===== src/rtl/nes_poll_scheduler.sv =====
// rtl/nes_poll_scheduler.sv - NES controller poll sequencer with auto/requested polling
//
// Purpose: drives the controller latch and shift clock, samples the serial
// data line and publishes a registered 8-button word to game logic.
// Polls every PERIOD_CYC cycles (0 disables) and on poll_req.
//
// Ports:
//   clk          in   system clock
//   reset        in   synchronous, active-low reset
//   poll_req     in   single-cycle request for an immediate poll
//   data         in   serial button data from the controller
//   latch        out  controller latch strobe (registered)
//   nes_clk      out  controller shift clock (registered)
//   buttons      out  [0]=A [1]=B [2]=Select [3]=Start [4]=Up [5]=Down [6]=Left [7]=Right, 1=pressed
//   valid        out  one-cycle pulse when buttons updates
//   pressed_edge out  newly pressed buttons, coincident with valid
//   busy         out  high while a poll sequence is in progress
//
// Optional feature macro: NES_DEBOUNCE_EN - a sampled word is committed only
// when it matches the word from the previous completed poll.

module nes_poll_scheduler #(
    parameter int LATCH_CYC        = 600,
    parameter int HALF_CYC         = 300,
    parameter int PERIOD_CYC       = 833333,
    parameter int DATA_ACTIVE_HIGH = 1
) (
    input  logic       clk,
    input  logic       reset,
    input  logic       poll_req,
    input  logic       data,
    output logic       latch,
    output logic       nes_clk,
    output logic [7:0] buttons,
    output logic       valid,
    output logic [7:0] pressed_edge,
    output logic       busy
);

    localparam int MAX_A = (LATCH_CYC > HALF_CYC) ? LATCH_CYC : HALF_CYC;
    localparam int MAX_P = (MAX_A > PERIOD_CYC) ? MAX_A : PERIOD_CYC;
    localparam int CW    = $clog2(MAX_P + 1);

    localparam logic [CW-1:0] LATCH_LAST  = CW'(LATCH_CYC - 1);
    localparam logic [CW-1:0] HALF_LAST   = CW'(HALF_CYC - 1);
    localparam logic [CW-1:0] PERIOD_LAST = (PERIOD_CYC > 0) ? CW'(PERIOD_CYC - 1) : '0;

    typedef enum logic [2:0] {
        S_IDLE  = 3'd0,
        S_LATCH = 3'd1,
        S_LOW   = 3'd2,
        S_HIGH  = 3'd3,
        S_DONE  = 3'd4
    } state_t;

    state_t        state_q, state_d;
    logic [CW-1:0] phase_q, phase_d;
    logic [CW-1:0] period_q, period_d;
    logic [2:0]    bit_q, bit_d;
    logic [7:0]    shift_q, shift_d;
    logic [7:0]    buttons_q, buttons_d;
    logic [7:0]    pressed_q, pressed_d;
    logic          pending_q, pending_d;
    logic          valid_q, valid_d;
    logic          latch_q, latch_d;
    logic          nes_clk_q, nes_clk_d;
`ifdef NES_DEBOUNCE_EN
    logic [7:0]    cand_q, cand_d;
`endif

    logic auto_trig;
    logic trigger;
    logic sample;

    assign auto_trig = (PERIOD_CYC != 0) && (period_q == PERIOD_LAST);
    assign trigger   = poll_req | auto_trig;
    assign sample    = (DATA_ACTIVE_HIGH != 0) ? data : ~data;

    always_comb begin
        state_d   = state_q;
        phase_d   = phase_q + CW'(1);
        bit_d     = bit_q;
        shift_d   = shift_q;
        buttons_d = buttons_q;
        pressed_d = '0;
        valid_d   = 1'b0;
        pending_d = pending_q;
`ifdef NES_DEBOUNCE_EN
        cand_d    = cand_q;
`endif

        // Free-running period counter, independent of the poll FSM
        if (PERIOD_CYC == 0 || period_q == PERIOD_LAST) begin
            period_d = '0;
        end else begin
            period_d = period_q + CW'(1);
        end

        // A trigger arriving mid-poll is remembered once; extras are dropped
        if (state_q != S_IDLE && trigger) begin
            pending_d = 1'b1;
        end

        case (state_q)
            S_IDLE: begin
                phase_d = '0;
                bit_d   = '0;
                if (trigger || pending_q) begin
                    pending_d = 1'b0;
                    state_d   = S_LATCH;
                end
            end
            S_LATCH: begin
                if (phase_q == LATCH_LAST) begin
                    phase_d = '0;
                    state_d = S_LOW;
                end
            end
            S_LOW: begin
                // Sample at the end of the low half, just before the next rising nes_clk
                if (phase_q == HALF_LAST) begin
                    phase_d        = '0;
                    shift_d[bit_q] = sample;
                    bit_d          = bit_q + 3'd1;
                    state_d        = (bit_q == 3'd7) ? S_DONE : S_HIGH;
                end
            end
            S_HIGH: begin
                if (phase_q == HALF_LAST) begin
                    phase_d = '0;
                    state_d = S_LOW;
                end
            end
            S_DONE: begin
                phase_d = '0;
                state_d = S_IDLE;
`ifdef NES_DEBOUNCE_EN
                cand_d = shift_q;
                if (shift_q == cand_q) begin
                    buttons_d = shift_q;
                    pressed_d = shift_q & ~buttons_q;
                    valid_d   = 1'b1;
                end
`else
                buttons_d = shift_q;
                pressed_d = shift_q & ~buttons_q;
                valid_d   = 1'b1;
`endif
            end
            default: begin
                state_d = S_IDLE;
            end
        endcase

        // Pin outputs follow the next state so they are registered and mutually exclusive
        latch_d   = (state_d == S_LATCH);
        nes_clk_d = (state_d == S_HIGH);
    end

    always_ff @(posedge clk) begin
        if (!reset) begin
            state_q   <= S_IDLE;
            phase_q   <= '0;
            period_q  <= '0;
            bit_q     <= '0;
            shift_q   <= '0;
            buttons_q <= '0;
            pressed_q <= '0;
            pending_q <= 1'b0;
            valid_q   <= 1'b0;
            latch_q   <= 1'b0;
            nes_clk_q <= 1'b0;
`ifdef NES_DEBOUNCE_EN
            cand_q    <= '0;
`endif
        end else begin
            state_q   <= state_d;
            phase_q   <= phase_d;
            period_q  <= period_d;
            bit_q     <= bit_d;
            shift_q   <= shift_d;
            buttons_q <= buttons_d;
            pressed_q <= pressed_d;
            pending_q <= pending_d;
            valid_q   <= valid_d;
            latch_q   <= latch_d;
            nes_clk_q <= nes_clk_d;
`ifdef NES_DEBOUNCE_EN
            cand_q    <= cand_d;
`endif
        end
    end

    assign latch        = latch_q;
    assign nes_clk      = nes_clk_q;
    assign buttons      = buttons_q;
    assign valid        = valid_q;
    assign pressed_edge = pressed_q;
    assign busy         = (state_q != S_IDLE);

endmodule


===== config.mk =====
export PLATFORM = sky130hd
export DESIGN_NAME = nes_poll_scheduler
export DESIGN_NICKNAME = d
export VERILOG_FILES = /design/src/rtl/nes_poll_scheduler.sv
export SDC_FILE = /design/constraint.sdc
export NUM_CORES = 1
export LEC_CHECK = 0
export BUFFER_PORTS_ARGS = -buffer_cell sky130_fd_sc_hd__buf_4
export CORE_MARGIN = 1.5
export CORE_UTILIZATION = 35
export CTS_BUF_LIST = sky130_fd_sc_hd__clkbuf_4 sky130_fd_sc_hd__clkbuf_8
export DETAILED_ROUTE_END_ITERATION = 6
export GPL_ROUTABILITY_DRIVEN = 0
export SYNTH_ARGS = -nofsm -noshare
export SYNTH_HDL_FRONTEND = slang
export SYNTH_SLANG_ARGS = --single-unit

===== constraint.sdc =====
create_clock -name clk -period 2 [get_ports clk]
set_input_delay 0.5 -clock clk [delete_from_list [all_inputs] [get_ports clk]]
set_output_delay 0.5 -clock clk [all_outputs]
set_load 0.01 [all_outputs]

==> impl_metrics.tcl, run 1 <==
set metrics [dict create \
    hold_path_end "pending_q" \
    syn_inst 353 \
    fin_skew_ps 10.2 \
    clkLatencyLatePin_ps 350 \
    via_per_inst 4.94 \
    finalHoldViolations 0 \
    grt_util_all_layers_pct 13.8 \
    fin_crit_sh_pct 93.4 \
    cts_num_sinks 74 \
    crit_buf_inv 1 \
    crit_cells 6 \
    p_leak_uw 0.00134 \
    reg2reg_from "phase_q[5]" \
    worstSetupStartpointType "register" \
    synth_warnings 0 \
    drv_slew 0 \
    cts_made_buffers 9 \
    dr.pass1.iters 4 \
    die_y_um 99.1 \
    drv_cap 0 \
    status "completed" \
    reg2reg_to "phase_q[3]" \
    rows 34 \
    end_kind "register" \
    ys_types 44 \
    layout_commonest_cell "dfxtp_1" \
    cts.path.max_buffers 2 \
    grt_overflow 0 \
    port_buffers 23 \
    initial_core_util_pct 36.5 \
    dp_slack_ps 126 \
    n_antenna_cell 0 \
    holdCritPathClass "in2reg" \
    grt_pass1_wl_um 10900 \
    finalNetCount 395 \
    min_path_cells 2 \
    async_flop_share_pct 0 \
    path_delay_family "simple AND/OR/NAND/NOR gates" \
    slowest_delay_ps 540 \
    tightest_slew_ps 509 \
    drc 0 \
    io_pins 24 \
    fin_crit_ps 1870 \
    crit_type "reg2reg" \
    die_area_um2 9810 \
    slew_headroom_pct 65.9 \
    layout_common_cells "dfxtp_1 (73), nor2_1 (46), nand2_1 (43)" \
    postCtsHoldBufs 0 \
    powerDensity_nw_per_um2 706 \
    syn_area_per_cell_um2 9.15 \
    yosysSeqAreaShare_pct 45.9 \
    drive_gt1_share_pct 17.4 \
    required_ps 2240 \
    clkTransAtPathRegs_ps 80 \
    syn_area_um2 3230 \
    grt_pass1_vias 2404 \
    crit_fanout 20 \
    wl_per_cell_um 12.2 \
    crit_slowest_cell "or4b_1" \
    dpl.hpwl_um 4160 \
    area_growth_pct 15.9 \
    max_freq_mhz 536 \
    grt_start_max_net_pins 27 \
    antenna_found_initial 0 \
    synth_edf_count 0 \
    route.vias.total 2463 \
    peakVddDrop_mv 0.305 \
    syn_nets 362 \
    coreArea_um2 8850 \
    setup_violations 0 \
    crit_arrival_ps 2110 \
    ff2ff_setup_slack_ps 130 \
    h-tree-depth 3 \
    cts_tree "built" \
    ys_ff_latch 74 \
    grt_setup_unrepaired "false" \
    routed_wl_um 6090 \
    rr_worst_depth 6 \
    antenna_left 0 \
    worst_hold_slack_ps 428 \
    path_cells "or4b_1 -> nor3_2 -> mux2i_1 -> o221ai_2 -> buf_12 -> nor2_1" \
    clockRootBuffer "clkbuf_8" \
    worstHoldStart "poll_req" \
    synth_flop_cell "dfxtp_1" \
    finalSetupTns_ps 0 \
    drtIter0Drc 96 \
    final.setup.worst_slack_ps 133 \
    die_w_um 99.1 \
]
==> how the worst max path moves through the flow <==
stage               start  slack [ps]          end
6_report       phase_q[5]         130   phase_q[3]
5_1_grt        phase_q[5]          10   shift_q[6]
4_1_cts        state_q[0]          60         busy
3_5_place_dp   phase_q[5]         130  phase_q[19]
3_3_place_gp   phase_q[5]         190        latch
2_1_floorplan  phase_q[5]         280  phase_q[16]
==> power breakdown <==
group	total, µW	leakage, µW	internal (µW)	switching [µW]
registers	1490	0.000598	1480	11.8
clock network	1070	0.0000848	471	602
logic	75.3	0.000654	29.9	45.4
total	2640	0.00134	1980	659
==> flip-flops by register name, indices dropped and copies added (netlist names) <==
register	count
period_q	20
phase_q	20
buttons	8
pressed_edge	8
shift_q	8
bit_q	3
state_q	3
latch	1
nes_clk	1
pending_q	1
valid	1
==> synthesized netlist by cell type, types with 3 or more instances <==
library cell	count	share of area (%)
and4_1	3	0.81
nor3b_1	8	1.9
nor4_1	4	0.77
nor3_1	6	0.93
and3_1	3	0.58
buf_6	5	1.7
xnor2_1	13	3.5
clkbuf_1	8	0.93
ha_1	5	1.9
or3_1	6	1.2
o21a_1	3	0.70
nand4_1	15	2.9
o21ai_0	9	1.4
mux2i_1	8	2.5
nor3_2	3	0.93
a21oi_1	8	1.2
dfxtp_1	74	46
xor2_1	17	4.6
nand2_1	43	5.0
nor2_1	46	5.3
inv_1	13	1.5
nand3_1	12	1.9
a21boi_0	8	1.9
and3_2	5	1.2
nand4b_1	3	0.81
==> cell families after synthesis <==
kind of cell | count (synthesis) | synth area share, %
mux | 8 | 2.48
xor+xnor | 30 | 8.14
fa+ha+maj | 5 | 1.94
buf+inv | 28 | 4.49
simple gates | 170 | 28.9
flops | 74 | 45.9
compound gates | 38 | 8.14
==> metrics by stage <==
| step | total power [µW] | cell area (µm²) | utilization, % | cells |
|---|---|---|---|---|
| CTS | 2700 | 3740 | 42.3 | 499 |
| floorplan | 1580 | 3230 | - | 353 |
| finish | 2640 | 3740 | 42.3 | 499 |
| detailed placement | 1610 | 3560 | 40.2 | 483 |
| global placement | 1600 | 3560 | 40.2 | 483 |
| global route | 2780 | 3740 | 42.3 | 499 |
==> per-layer routing <==
layer  global-route usage [%]  up-vias  wire [µm]
met3                     4.89        9        242
met2                     22.2       40       2790
met4                     5.31        0        118
met1                     17.1     1127       2950
met5                        0        -          0
li1                         -     1287          -
==> worst register-to-register path, stage by stage (launching register included) <==
cell and delay [ps]:
dfxtp_1 370, or4b_1 540, nor3_2 250, mux2i_1 130, o221ai_2 220, buf_12 180, nor2_1 70
==> final cells by class <==
class | instances | area [µm²]
repair buffers | 37 | 290
clock buffers | 9 | 124
well taps | 108 | 135
clock inverters | 7 | 60.1
flip-flops and latches | 74 | 1480
multi-input cells | 251 | 1600
inverters | 13 | 48.8
fillers | 864 | 5100
==> repair_timing <==
| item | 4_1_cts | 5_1_grt |
|---|---|---|
| gates resized for setup | 0 | 1 |
| setup endpoints to repair | 0 | 1 |
| buffers inserted | 0 | 0 |
| endpoints found under the hold margin | 0 | 0 |
(Power assumes the default switching activity.)
==> run 2: changes to the inputs <==
Settings changed: CORE_UTILIZATION 35 to 49, PLACE_DENSITY from default to 0.67.
==> run 2 against run 1 <==
  * Clock skew about the same
  * Clock power up 31%
  * Core utilization up 17 points
  * Combinational power up 5.4%
  * Sequential share of layout area down 0.17 points
  * Highest routed layer unchanged
  * Power up 12%
  * Design area up 0.43%
  * Maximum frequency up 0.30%
  * Sequential cell count unchanged
  * Via count up 2.2%
==> impl_metrics.tcl, run 2 (same netlist as run 1, synthesis figures left out) <==
set metrics [dict create \
    status "completed" \
    max_freq_mhz 537 \
    rr_worst_depth 6 \
    cts-resized-gates 0 \
    crit_type "reg2reg" \
    dpl.hpwl_um 4160 \
    crit_fanout 11 \
    finalNetCount 393 \
    critical_path.startpoint "phase_q[6]" \
    holdCritPathClass "in2reg" \
    fin_skew_ps 10.2 \
    antenna_found_initial 0 \
    drive_gt1_share_pct 17.2 \
    drc 0 \
    drv_slew 0 \
    cts.path.max_buffers 2 \
    fin_area_um2 3760 \
    grt_pass1_vias 2365 \
    powerDensity_nw_per_um2 790 \
    clkTransAtPathRegs_ps 70 \
    route.vias.total 2518 \
    area_growth_pct 16.4 \
    grt_pass1_wl_um 10700 \
    drv_cap 0 \
    setup_violations 0 \
    initial_core_util_pct 50.9 \
    h-tree-depth 3 \
    io_pins 24 \
    grt_start_max_net_pins 27 \
    dr.pass1.iters 4 \
    cts_tree "built" \
    endpoint "shift_q[4]" \
    die_y_um 84.2 \
    dp.cells 450 \
    cts_num_sinks 74 \
    clockRootBuffer "clkbuf_8" \
    peakVddDrop_mv 0.511 \
    layout_commonest_cell "dfxtp_1" \
    largestRegisters "period_q (20), phase_q (20)" \
    coreArea_um2 6350 \
    worstSetupStartpointType "register" \
    dp_slack_ps 123 \
    placed_area_um2 3500 \
    tightest_slew_ps 526 \
    fin_crit_ps 1860 \
    antenna_left 0 \
    postCtsHoldBufs 0 \
    rows 29 \
    layout_common_cells "dfxtp_1 (73), nor2_1 (46), nand2_1 (43)" \
    cts_made_buffers 9 \
    reg2reg_to "shift_q[4]" \
    cts_setup_buffers 0 \
    fin_crit_sh_pct 93.1 \
    grt_overflow 0 \
    via_per_inst 5.40 \
    wl_per_cell_um 13.4 \
    reg2reg_from "phase_q[6]" \
    port_buffers 23 \
    finalHoldViolations 0 \
    ff2ff_setup_slack_ps 140 \
    end_kind "register" \
    drtIter0Drc 126 \
    grt_util_all_layers_pct 18.6 \
    finalNonFillerCells 466 \
    required_ps 2270 \
    die_w_um 84.2 \
    finalSetupTns_ps 0 \
    p_leak_uw 0.00137 \
    slew_headroom_pct 64.8 \
    crit_arrival_ps 2130 \
    n_antenna_cell 0 \
    worstHoldStart "poll_req" \
    routed_wl_um 6240 \
    clkLatencyLatePin_ps 350 \
    final.setup.worst_slack_ps 138 \
    die_area_um2 7090 \
]
[run 2: changes by cell type in the layout (fill, tap and decap cells not counted)]
| cell | previous run | this run |
|---|---|---|
| inv_6 | 3 | 0 |
| clkinvlp_4 | 3 | 1 |
| inv_8 | 1 | 0 |
| clkbuf_4 | 0 | 2 |
| bufinv_16 | 0 | 3 |
| nand3_4 | 0 | 1 |
| nand3_1 | 12 | 11 |
| clkinv_2 | 0 | 1 |
| buf_4 | 36 | 34 |
[run 2: how the worst min path moves through the flow]
stage,cells after the start,slack [ps],end
2_1_floorplan,1,430,period_q[0]
3_3_place_gp,1,430,pressed_edge[3]
3_5_place_dp,1,440,pressed_edge[0]
4_1_cts,2,430,pending_q
5_1_grt,2,430,pending_q
6_report,2,440,pending_q
[run 2: layout make-up]
cell class	instances	area (µm²)
Fill cell	564	2590
Clock inverter	5	103
Tap cell	77	96.3
Sequential cell	74	1480
Multi-Input combinational cell	251	1620
Timing Repair Buffer	35	275
Clock buffer	11	139
Inverter	13	48.8
[run 2: per-layer routing]
| metal | vias up | track usage, % | part of all wire (%) |
|---|---|---|---|
| met5 | - | 0 | 0 |
| met4 | 0 | 9.09 | 2.0 |
| met3 | 12 | 3.44 | 2.9 |
| met2 | 36 | 29.4 | 46 |
| met1 | 1182 | 24.5 | 49 |
| li1 | 1288 | - | - |
[run 2: critical path: stages (launching register included)]
cell and delay (ps):
dfxtp_1 360, nand4bb_1 280, nor4_4 330, nand3_4 190, buf_4 200, nor4b_4 210, mux2i_1 200
[run 2: where the power goes]
group | internal [µW] | switching, µW
sequential | 1480 | 9.58
clock | 855 | 542
combinational | 31.7 | 47.8
total | 2370 | 599
[run 2: metrics by stage]
| stage | utilization, % | power (µW) | hold slack [ps] |
|---|---|---|---|
| 6_report | 59.2 | 2970 | 439 |
| 5_1_grt | 59.2 | 3060 | 432 |
| 4_1_cts | 59.0 | 3000 | 429 |
| 3_5_place_dp | 55.2 | 1610 | 440 |
| 3_3_place_gp | 55.2 | 1610 | 432 |
| 2_1_floorplan | - | 1580 | 425 |
